$ cat src/rtl/ram_port_arbiter.sv
// Two-port round-robin arbiter in front of a single-cycle word RAM, with a bounded burst hold window.
// Grant and accept are combinational (0 cycles); read data returns 1 cycle after acceptance; a RAM stall holds the grant in place.
module ram_port_arbiter #(
  parameter int BURST_HOLD = 4
) (
  input  logic        clk_i,
  input  logic        rst_i,
  input  logic [3:0]  p0_wr_i,
  input  logic        p0_rd_i,
  input  logic [31:0] p0_addr_i,
  input  logic [31:0] p0_write_data_i,
  output logic        p0_accept_o,
  output logic [31:0] p0_read_data_o,
  input  logic [3:0]  p1_wr_i,
  input  logic        p1_rd_i,
  input  logic [31:0] p1_addr_i,
  input  logic [31:0] p1_write_data_i,
  output logic        p1_accept_o,
  output logic [31:0] p1_read_data_o,
  output logic [3:0]  ram_wr_o,
  output logic        ram_rd_o,
  output logic [31:0] ram_addr_o,
  output logic [31:0] ram_write_data_o,
  input  logic        ram_accept_i,
  input  logic [31:0] ram_read_data_i
);

  localparam logic [3:0] HOLD_LIMIT = 4'(BURST_HOLD);

  logic        owner_q;
  logic [3:0]  hold_cnt_q;
  logic        rd_pend_q;
  logic        rd_port_q;
  logic [31:0] hold0_q;
  logic [31:0] hold1_q;

  logic        req0;
  logic        req1;
  logic        any_req;
  logic        win;
  logic        acc;
  logic        rd_acc;
  logic [3:0]  sel_wr;
  logic        sel_rd;

  assign req0 = p0_rd_i | (p0_wr_i != 4'b0);
  assign req1 = p1_rd_i | (p1_wr_i != 4'b0);

  // No grant while reset is held, so nothing is accepted that the state cannot record.
  assign any_req = rst_i & (req0 | req1);

  // Winner defaults to port 0 so the idle mux presents port 0.
  always_comb begin
    win = 1'b0;
    if (req0 && req1) begin
      win = (hold_cnt_q < HOLD_LIMIT) ? owner_q : ~owner_q;
    end else if (req1) begin
      win = 1'b1;
    end
  end

  assign sel_wr = win ? p1_wr_i : p0_wr_i;
  assign sel_rd = win ? p1_rd_i : p0_rd_i;

  assign ram_wr_o         = any_req ? sel_wr : 4'b0;
  assign ram_rd_o         = any_req & sel_rd;
  assign ram_addr_o       = win ? p1_addr_i : p0_addr_i;
  assign ram_write_data_o = win ? p1_write_data_i : p0_write_data_i;

  assign acc         = any_req & ram_accept_i;
  assign p0_accept_o = acc & ~win;
  assign p1_accept_o = acc & win;

  // A beat carrying both read and write strobes is a write and returns nothing.
  assign rd_acc = acc & sel_rd & (sel_wr == 4'b0);

  always_ff @(posedge clk_i or negedge rst_i) begin
    if (!rst_i) begin
      owner_q    <= 1'b1;
      hold_cnt_q <= HOLD_LIMIT;
    end else if (acc) begin
      if (win == owner_q) begin
        if (hold_cnt_q != 4'hF) begin
          hold_cnt_q <= hold_cnt_q + 4'd1;
        end
      end else begin
        owner_q    <= win;
        hold_cnt_q <= 4'd1;
      end
    end
  end

  always_ff @(posedge clk_i or negedge rst_i) begin
    if (!rst_i) begin
      rd_pend_q <= 1'b0;
      rd_port_q <= 1'b0;
      hold0_q   <= 32'b0;
      hold1_q   <= 32'b0;
    end else begin
      rd_pend_q <= rd_acc;
      if (rd_acc) begin
        rd_port_q <= win;
      end
      if (rd_pend_q) begin
        if (rd_port_q) begin
          hold1_q <= ram_read_data_i;
        end else begin
          hold0_q <= ram_read_data_i;
        end
      end
    end
  end

  assign p0_read_data_o = (rd_pend_q && !rd_port_q) ? ram_read_data_i : hold0_q;
  assign p1_read_data_o = (rd_pend_q &&  rd_port_q) ? ram_read_data_i : hold1_q;

endmodule

$ cat config.mk
export PLATFORM = sky130hd
export DESIGN_NAME = ram_port_arbiter
export DESIGN_NICKNAME = d
export VERILOG_FILES = /design/src/rtl/ram_port_arbiter.sv
export SDC_FILE = /design/constraint.sdc
export NUM_CORES = 1
export LEC_CHECK = 0
export CELL_PAD_IN_SITES_DETAIL_PLACEMENT = 1
export CELL_PAD_IN_SITES_GLOBAL_PLACEMENT = 1
export CORE_MARGIN = 1
export CORE_UTILIZATION = 21
export CTS_CLUSTER_SIZE = 16
export DETAILED_ROUTE_END_ITERATION = 16
export PLACE_DENSITY = 0.79
export SYNTH_ARGS = -nofsm -noshare
export SYNTH_HDL_FRONTEND = slang
export SYNTH_SLANG_ARGS = --single-unit
$ cat constraint.sdc
create_clock -name clk_i -period 2.1 [get_ports clk_i]
set_input_delay 0.42 -clock clk_i [delete_from_list [all_inputs] [get_ports clk_i]]
set_output_delay 0.42 -clock clk_i [all_outputs]
set_load 0.005 [all_outputs]
# --- Word level (Yosys, flattened, before mapping) ---
# Index checks and enable logic that the tools add are counted.
op_classes:
  addsub: 1
  magnitude_cmp: 1
  n_eq_ne: 3
  muxes: 12
  bitwise_logic: 14
  n_reduce_logical: 11
ops:
  columns: ["operator", "n"]
  rows:
  - ["32-bit two-way mux", 4]
  - ["4-bit two-way mux", 4]
  - ["2-bit AND reduction", 4]
  - ["4-bit nonzero test", 2]
  - ["1-bit bitwise AND", 7]
  - ["4-bit by 1-bit adder with 4-bit output, second input constant", 1]
  - ["4-bit zero test", 1]
  - ["4-bit by 3-bit less-than comparator with 1-bit output, second input constant", 1]
  - ["1-bit two-way mux", 4]
  - ["4-bit inequality test, second input constant", 1]
  - ["1-bit inverter", 4]
  - ["1-bit logical AND", 3]
  - ["1-bit bitwise OR", 3]
  - ["2-bit by 1-bit inequality test with 1-bit output, second input constant", 1]
  - ["1-bit equality test", 1]
  - ["1-bit zero test", 1]
word_totals:
  ff_bits: 71
  in_bits: 173
  out_inout_bits: 135
  word_cells: 48

# --- Depth between registers and ports, before layout ---
# Gate-level depths: netlist of run 1.
logic_depth:
  ltp_word: 7
  ltp_mapped: 6
  ltp_nobuf: 5

# --- Worst setup path before layout of run 1 ---
# No wires, ideal clock.
synth_path:
  kind: "input to output"
  start: "input port p1_wr_i[0]"
  end: "output port ram_write_data_o[27]"
  arrival_time_ns: 1.744
  t_required_ns: 1.680
  path_slack_ns: -0.064
  stages: 5
  path_cell_list: "or4_4 -> nor2_2 -> nor2_2 -> buf_2 -> mux2_1"
synth_via:
  elab_chain_len: 5
synth_lines:
  columns: ["element", "line_no", "text"]
  rows:
  - ["start: declaration", "14", "input logic [3:0] p1_wr_i,"]
  - ["4-bit nonzero test *", "47", "assign req1 = p1_rd_i | (p1_wr_i != 4'b0);"]
  - ["1-bit bitwise OR *", "47", null]
  - ["1-bit two-way mux / 1-bit logical AND (equally long branches)", "57, 55", null]
  - ["1-bit two-way mux *", "55", "if (req0 && req1) begin"]
  - ["32-bit two-way mux *", "68", "assign ram_write_data_o = win ? p1_write_data_i : p0_write_data_i;"]
  - ["end: declaration", "23", "output logic [31:0] ram_write_data_o,"]
# Mark *: on every way between the ends. The rest lies on a longest branch, timed or not.

# --- Worst setup path after layout of run 1 ---
layout_path:
  start: "register hold_cnt_q[3]"
  end: "output port ram_addr_o[9]"
layout_via:
  elab_chain_len: 4
layout_lines:
  columns: ["element", "line_no", "text"]
  rows:
  - ["start: declaration", "31", "logic [3:0] hold_cnt_q;"]
  - ["start signal: assignment", "84", "hold_cnt_q <= hold_cnt_q + 4'd1;"]
  - ["4-bit by 3-bit less-than comparator with 1-bit output", "56", "win = (hold_cnt_q < HOLD_LIMIT) ? owner_q : ~owner_q;"]
  - ["1-bit two-way mux", "56", null]
  - ["1-bit two-way mux", "55", null]
  - ["32-bit two-way mux", "67", "assign ram_addr_o = win ? p1_addr_i : p0_addr_i;"]
  - ["end: declaration", "22", "output logic [31:0] ram_addr_o,"]
# Every way passes these cells.

==> flow_summary.json, run 1 <==
{
  "cts_buffers": 9,
  "root_buffer": "clkbuf_16",
  "synth-seq-cells": 71,
  "gr-total-overflow": 0,
  "chipHeight_um": 135,
  "tightest_slew_ps": 917,
  "grt_pass1_wl_um": 31300,
  "reg2reg_slack_ps": -100,
  "path_cells": "or3_4 > a22oi_4 > nor2_4 > buf_12 > buf_16 > mux2_4 > buf_6",
  "path_clk_slew_ps": 60,
  "htree_levels": 3,
  "async_reset_ff_share_pct": 100,
  "gp_congestion": 0.899,
  "antenna_cells": 0,
  "drive_gt1_share_pct": 58.3,
  "post-dp-hpwl_um": 14300,
  "antenna_found_initial": 0,
  "core_um2": 17300,
  "grt_max_degree": 72,
  "vias": 4201,
  "rsz0062_at_grt": "true",
  "p_leak_uw": 0.00437,
  "cts_sinks": 71,
  "cp.required_ps": 1680,
  "die_x_um": 135,
  "wire_per_inst_um": 23.1,
  "rows": 48,
  "hp-class": "input pin to async pin",
  "crit_buf_inv": 3,
  "crit_start": "hold_cnt_q[3]",
  "crit_family": "simple AND/OR/NAND/NOR gates",
  "synth_ff_type": "dfrtp_1",
  "startpoint_type": "register",
  "port_buffers": 307,
  "drt_iter0_markers": 109,
  "multiInputGateArea_um2": 2420,
  "max_stage_delay_ps": 410,
  "status": "finished, violations left",
  "gr-usage-all-layers_pct": 23.7,
  "cap_violations": 0,
  "clk-insertion-delay-late_ps": 330,
  "syn-num-nets": 459,
  "wirelength_um": 21400,
  "netlist_area_um2": 3720,
  "crit_path_top_delay_cell": "dfrtp_1",
  "fp.dieArea_um2": 18300,
  "fin_nets": 870,
  "path_max_fanout": 6,
  "finClkSkew_ps": 5.65,
  "reg2reg_to": "hold_cnt_q[2]",
  "reg2reg_from": "hold_cnt_q[3]",
  "slew_headroom_pct": 38.9,
  "grt_pass1_vias": 4954,
  "dr.pass1.iters": 4,
  "drv_slew": 0,
  "finalSetupViolations": 89,
  "yosysWarningCount": 0,
  "synth_edf_count": 0,
  "fin_ws_ps": -487,
  "syn_inst": 285,
  "vdd.ir_drop.worst_uv": 879,
  "final_util_pct": 52.0,
  "critPathCapture": "ram_addr_o[9]",
  "crit_arrival_ps": 2170,
  "antenna_left": 0,
  "area_delta_synth_final_pct": 141,
  "fmax_mhz": 387,
  "cp_num_cells": 7,
  "reg2regPathDepth": 9,
  "via_per_inst": 4.54,
  "min_period_ps": 2590,
  "syn_area_per_cell_um2": 13.1,
  "initial_core_util_pct": 21.5,
  "p_per_area_nw_per_um2": 1260,
  "synth_cell_types": 37,
  "finalCritPeriodShare_pct": 123,
  "yosysSeqAreaShare_pct": 47.8,
  "placed_cell_area_um2": 7380,
  "regArea_um2": 1780,
  "fin_area_um2": 8990,
  "end_kind": "output port",
  "drcViolationCount": 0,
  "ios": 308,
  "fillers": 1777,
  "critPathKind": "register to output port",
  "ctsLongestPathBuffers": 2,
  "violations": "negative setup slack",
  "cts_tree": "yes",
  "finalHoldViolations": 0
}
metal layers:
layer  vias up  wire [um]  share of wire, %  global-route usage [%]
li1       1870          -                 -                       -
met1      2105       6960                33                    22.2
met2       192      12600                59                    48.5
met3        34        990               4.6                    4.23
met4         0        817               3.8                    10.9
met5         -          0                 0                       0
layout by cell type (no fill, tap or decap), drive strengths merged, types with 5 or more instances in the layout:
cell / synthesis / final
mux2: 128 / 128
clkdlybuf4s15: 0 / 5
dfrtp: 69 / 69
nand2: 8 / 8
or3: 5 / 5
a21oi: 6 / 6
clkdlybuf4s50: 0 / 162
buf: 13 / 216
clkbuf: 0 / 35
nor2: 13 / 14
sequential cells by signal, indices dropped and copies added, names as in the netlist:
| name | cells |
|---|---|
| hold0_q | 32 |
| hold1_q | 32 |
| hold_cnt_q | 4 |
| owner_q | 1 |
| rd_pend_q | 1 |
| rd_port_q | 1 |
synth_stat cells, types with 2 or more instances:
cell type | number | area, um^2
or2_2 | 2 | 12.5
nand2_1 | 8 | 30.0
dfstp_2 | 2 | 52.6
a31oi_1 | 4 | 25.0
dfrtp_1 | 69 | 1730
mux2_1 | 64 | 721
nor2_2 | 2 | 12.5
buf_1 | 6 | 22.5
a21oi_1 | 6 | 30.0
or3_1 | 5 | 31.3
o21ai_0 | 2 | 10.0
mux2i_1 | 4 | 40.0
nor3_1 | 2 | 10.0
buf_2 | 7 | 35.0
nor2_1 | 11 | 41.3
nand3_1 | 4 | 20.0
inv_1 | 4 | 15.0
mux2_2 | 64 | 721
cell families after synthesis:
kind of cell    count (synthesis)  synth area share, %
simple gates                   41                 5.58
flops                          71                 47.8
buf+inv                        17                 1.95
compound gates                 23                 4.60
mux                           132                 39.8
fa+ha+maj                       1                0.336
worst min-delay path by stage:
stage	start	endpoint	slack (ps)
floorplan	rst_i	hold0_q[0]	120
global placement	hold0_q[24]	hold0_q[24]	480
detailed placement	hold0_q[27]	hold0_q[27]	480
CTS	rst_i	hold1_q[13]	470
global route	hold1_q[8]	hold1_q[8]	500
finish	rst_i	hold1_q[1]	450
power breakdown:
| group | leakage, uW | total (uW) | switching, uW | internal (uW) |
|---|---|---|---|---|
| Clock | 0.000165 | 1780 | 591 | 1190 |
| Combinational | 0.00338 | 7620 | 2820 | 4790 |
| Sequential | 0.000825 | 1930 | 162 | 1770 |
worst register-to-register path, cell delays in order (launching register included):
cell and delay [ps]:
dfrtp_1 410, or3_4 360, a22oi_4 220, nor2_4 100
buf_6 150, buf_12 140, buf_6 120, buf_6 110
or3_4 370, a31oi_1 170
timing repair:
| action | CTS | global route |
|---|---|---|
| hold buffers | 0 | 0 |
| gates cloned | 9 | 0 |
| hold endpoints to repair | 0 | 0 |
| buffers inserted | 54 | 23 |
| pin swaps | 23 | 15 |
| setup endpoints to repair | 139 | 139 |
| resized for setup | 723 | 115 |
area by class of cell:
cell class	instances	area share, %
multi-input cells	198	26.9
clock buffers	10	2.66
inverters	4	0.167
clock inverters	5	1.18
flip-flops and latches	71	19.8
repair buffers	412	46.2
well taps	225	3.13
stage by stage:
stage | worst slack [ps] | TNS, ps | hold WS [ps] | instances | power [uW]
4_1_cts | -547 | -41150 | 468 | 917 | 11200
5_1_grt | -530 | -35600 | 500 | 925 | 11800
3_3_place_gp | -1420 | -93860 | 478 | 844 | 7170
2_1_floorplan | -20.5 | -1070 | 124 | 285 | 3950
3_5_place_dp | -1420 | -95100 | 482 | 844 | 7330
6_report | -487 | -30360 | 449 | 925 | 11300
Power figures use the tool's default switching activity.
==> run 2: changes to the inputs <==
Settings changed: CTS_CLUSTER_DIAMETER set to 150.
==> results of run 2 <==
The final DEF is identical to that of run 1; final timing and power are the same.
==> run 3: changes to the inputs <==
Settings changed: TNS_END_PERCENT set to 10.
==> run 3 against run 2 <==
  * The flow still finishes with violations (negative setup slack)
  * Critical path type is now input pin to output port
  * Clock skew is essentially flat
  * First-iteration DRC count shrank 27%
  * Largest power group unchanged
  * Sequential cell count is the same
  * Total power shrank 7.0%
==> flow_summary.json, run 3 (synthesized netlist as in run 1, its figures left out) <==
{
  "fin_area_um2": 8210,
  "path_cells": "clkdlybuf4s15_2 > or4_4 > nor2_4 > nor2_4 > buf_12 > buf_16 > mux2_4 > buf_6",
  "p_per_area_nw_per_um2": 1280,
  "power_uw": 10500,
  "dp_cells": 844,
  "clk-insertion-delay-late_ps": 330,
  "htree_levels": 3,
  "area_delta_synth_final_pct": 120,
  "crit_start": "p1_wr_i[2]",
  "wire_per_inst_um": 20.5,
  "gr-usage-all-layers_pct": 19.9,
  "switching_share_pct": 30.6,
  "final.setup.tns_ps": -39780,
  "drt_iter0_markers": 80,
  "rows": 48,
  "grt_max_degree": 72,
  "rsz0062_at_grt": "true",
  "ios": 308,
  "vias": 3888,
  "largestRegisters": "hold0_q x32, hold1_q x32, hold_cnt_q x4",
  "initial_core_util_pct": 21.5,
  "top_layer": "met4",
  "post-dp-hpwl_um": 14300,
  "drcViolationCount": 0,
  "hp-class": "input pin to async pin",
  "fp.dieArea_um2": 18300,
  "chipHeight_um": 135,
  "drive_gt1_share_pct": 43.8,
  "antenna_found_initial": 0,
  "path_clk_slew_ps": 50,
  "cap_violations": 0,
  "p_leak_uw": 0.00371,
  "p_comb_share_pct": 65.6,
  "max_stage_delay_ps": 570,
  "ctsLongestPathBuffers": 2,
  "finalSetupViolations": 129,
  "fin_cells": 875,
  "min_period_ps": 2620,
  "port_buffers": 307,
  "root_buffer": "clkbuf_16",
  "final_cell_mix": "clkdlybuf4s50_1, dfrtp_1, mux2_2, buf_6, mux2_4",
  "met2_length_um": 10400,
  "gp_congestion": 0.899,
  "critPathKind": "input pin to output port",
  "slew_headroom_pct": 40.8,
  "antenna_left": 0,
  "fin_nets": 820,
  "clock_power_share_pct": 16.5,
  "end_kind": "output port",
  "path_common_cell": "nor2_4",
  "placed_cell_area_um2": 7380,
  "power_switching_uw": 3230,
  "finalCritPeriodShare_pct": 125,
  "cp.required_ps": 1680,
  "final_common_cell": "clkdlybuf4s50_1",
  "path_max_fanout": 6,
  "drv_slew": 0,
  "fin_ws_ps": -518,
  "antenna_cells": 0,
  "cts_sinks": 71,
  "startpoint_type": "input pin",
  "dr.pass1.iters": 4,
  "tightest_slew_ps": 889,
  "finalHoldViolations": 0,
  "power.share.sequential_pct": 18.0,
  "cts_buffers": 9,
  "cellInternalPower_uw": 7310,
  "gr-total-overflow": 0,
  "wl_met1_um": 5850,
  "crit_path_top_delay_cell": "or4_4",
  "finClkSkew_ps": 5.21,
  "reg2regPathDepth": 8,
  "wl_met3_um": 920,
  "grt_pass1_wl_um": 26900,
  "grt_pass1_vias": 4584,
  "ctsHoldBuffers": 0,
  "via_per_inst": 4.44,
  "cts_tree": "yes",
  "fmax_mhz": 382,
  "status": "finished, violations left",
  "die_x_um": 135,
  "core_um2": 17300,
  "crit_arrival_ps": 2200,
  "reg2reg_from": "hold_cnt_q[2]",
  "violations": "negative setup slack",
  "vdd.ir_drop.worst_uv": 900,
  "wirelength_um": 17900
}
## run 3: cell types whose count changed in the layout (fill, tap and decap cells not counted), sizes merged
cell / previous run / this run
dlymetal6s2s: 1 / 5
clkbuf: 35 / 11
buf: 216 / 125
clkdlybuf4s50: 162 / 197
clkdlybuf4s15: 5 / 6
dlygate4sd2: 3 / 28
## run 3: repair_timing
item / 4_1_cts / 5_1_grt
endpoints found under the setup margin: 139 / 139
resized for setup: 454 / 26
gates cloned: 3 / 0
pin swaps: 9 / 9
setup buffers: 13 / 1
## run 3: power by group through the flow
stage	Sequential, uW	Combinational (uW)	Clock (uW)
finish	1890	6910	1740
global route	1940	7280	1840
CTS	1890	6870	1790
detailed placement	1920	5410	0
global placement	1880	5290	0
floorplan	1870	2080	0
## run 3: worst paths after layout
check                           endpoint  slack, ps
setup / recovery           ram_addr_o[9]       -520
hold / removal                hold1_q[0]        430
setup reg to reg           hold_cnt_q[2]        -20
hold reg to reg              hold0_q[27]        490
max in group asynchronous    hold0_q[29]       1090
min in group clk_i           hold0_q[27]        490
## run 3: area by class of cell
type,instances,area [um^2]
Fill cell,1810,9090
Timing Repair Buffer,362,3630
Multi-Input combinational cell,198,2160
Sequential cell,71,1780
Tap cell,225,282
Clock buffer,10,239
Clock inverter,5,106
Inverter,4,15.0
## run 3: through the flow
step | hold slack (ps) | setup WS, ps | utilization (%)
floorplan | 124 | -20.5 | -
detailed placement | 482 | -1420 | 42.7
CTS | 468 | -547 | 47.0
finish | 427 | -518 | 47.5
global placement | 478 | -1420 | 42.7
global route | 503 | -575 | 47.5
## run 3: worst max-delay path, delay by kind of cell
kind	cells	cell delay, ps
multiplexers	1	330
AND/OR/NAND/NOR	3	830
buffers and inverters	4	610
## run 3: routing by layer
layer | track usage (%) | vias up
met5 | 0 | -
met4 | 9.99 | 0
met3 | 3.40 | 33
met2 | 39.3 | 181
met1 | 19.7 | 1904
li1 | - | 1770
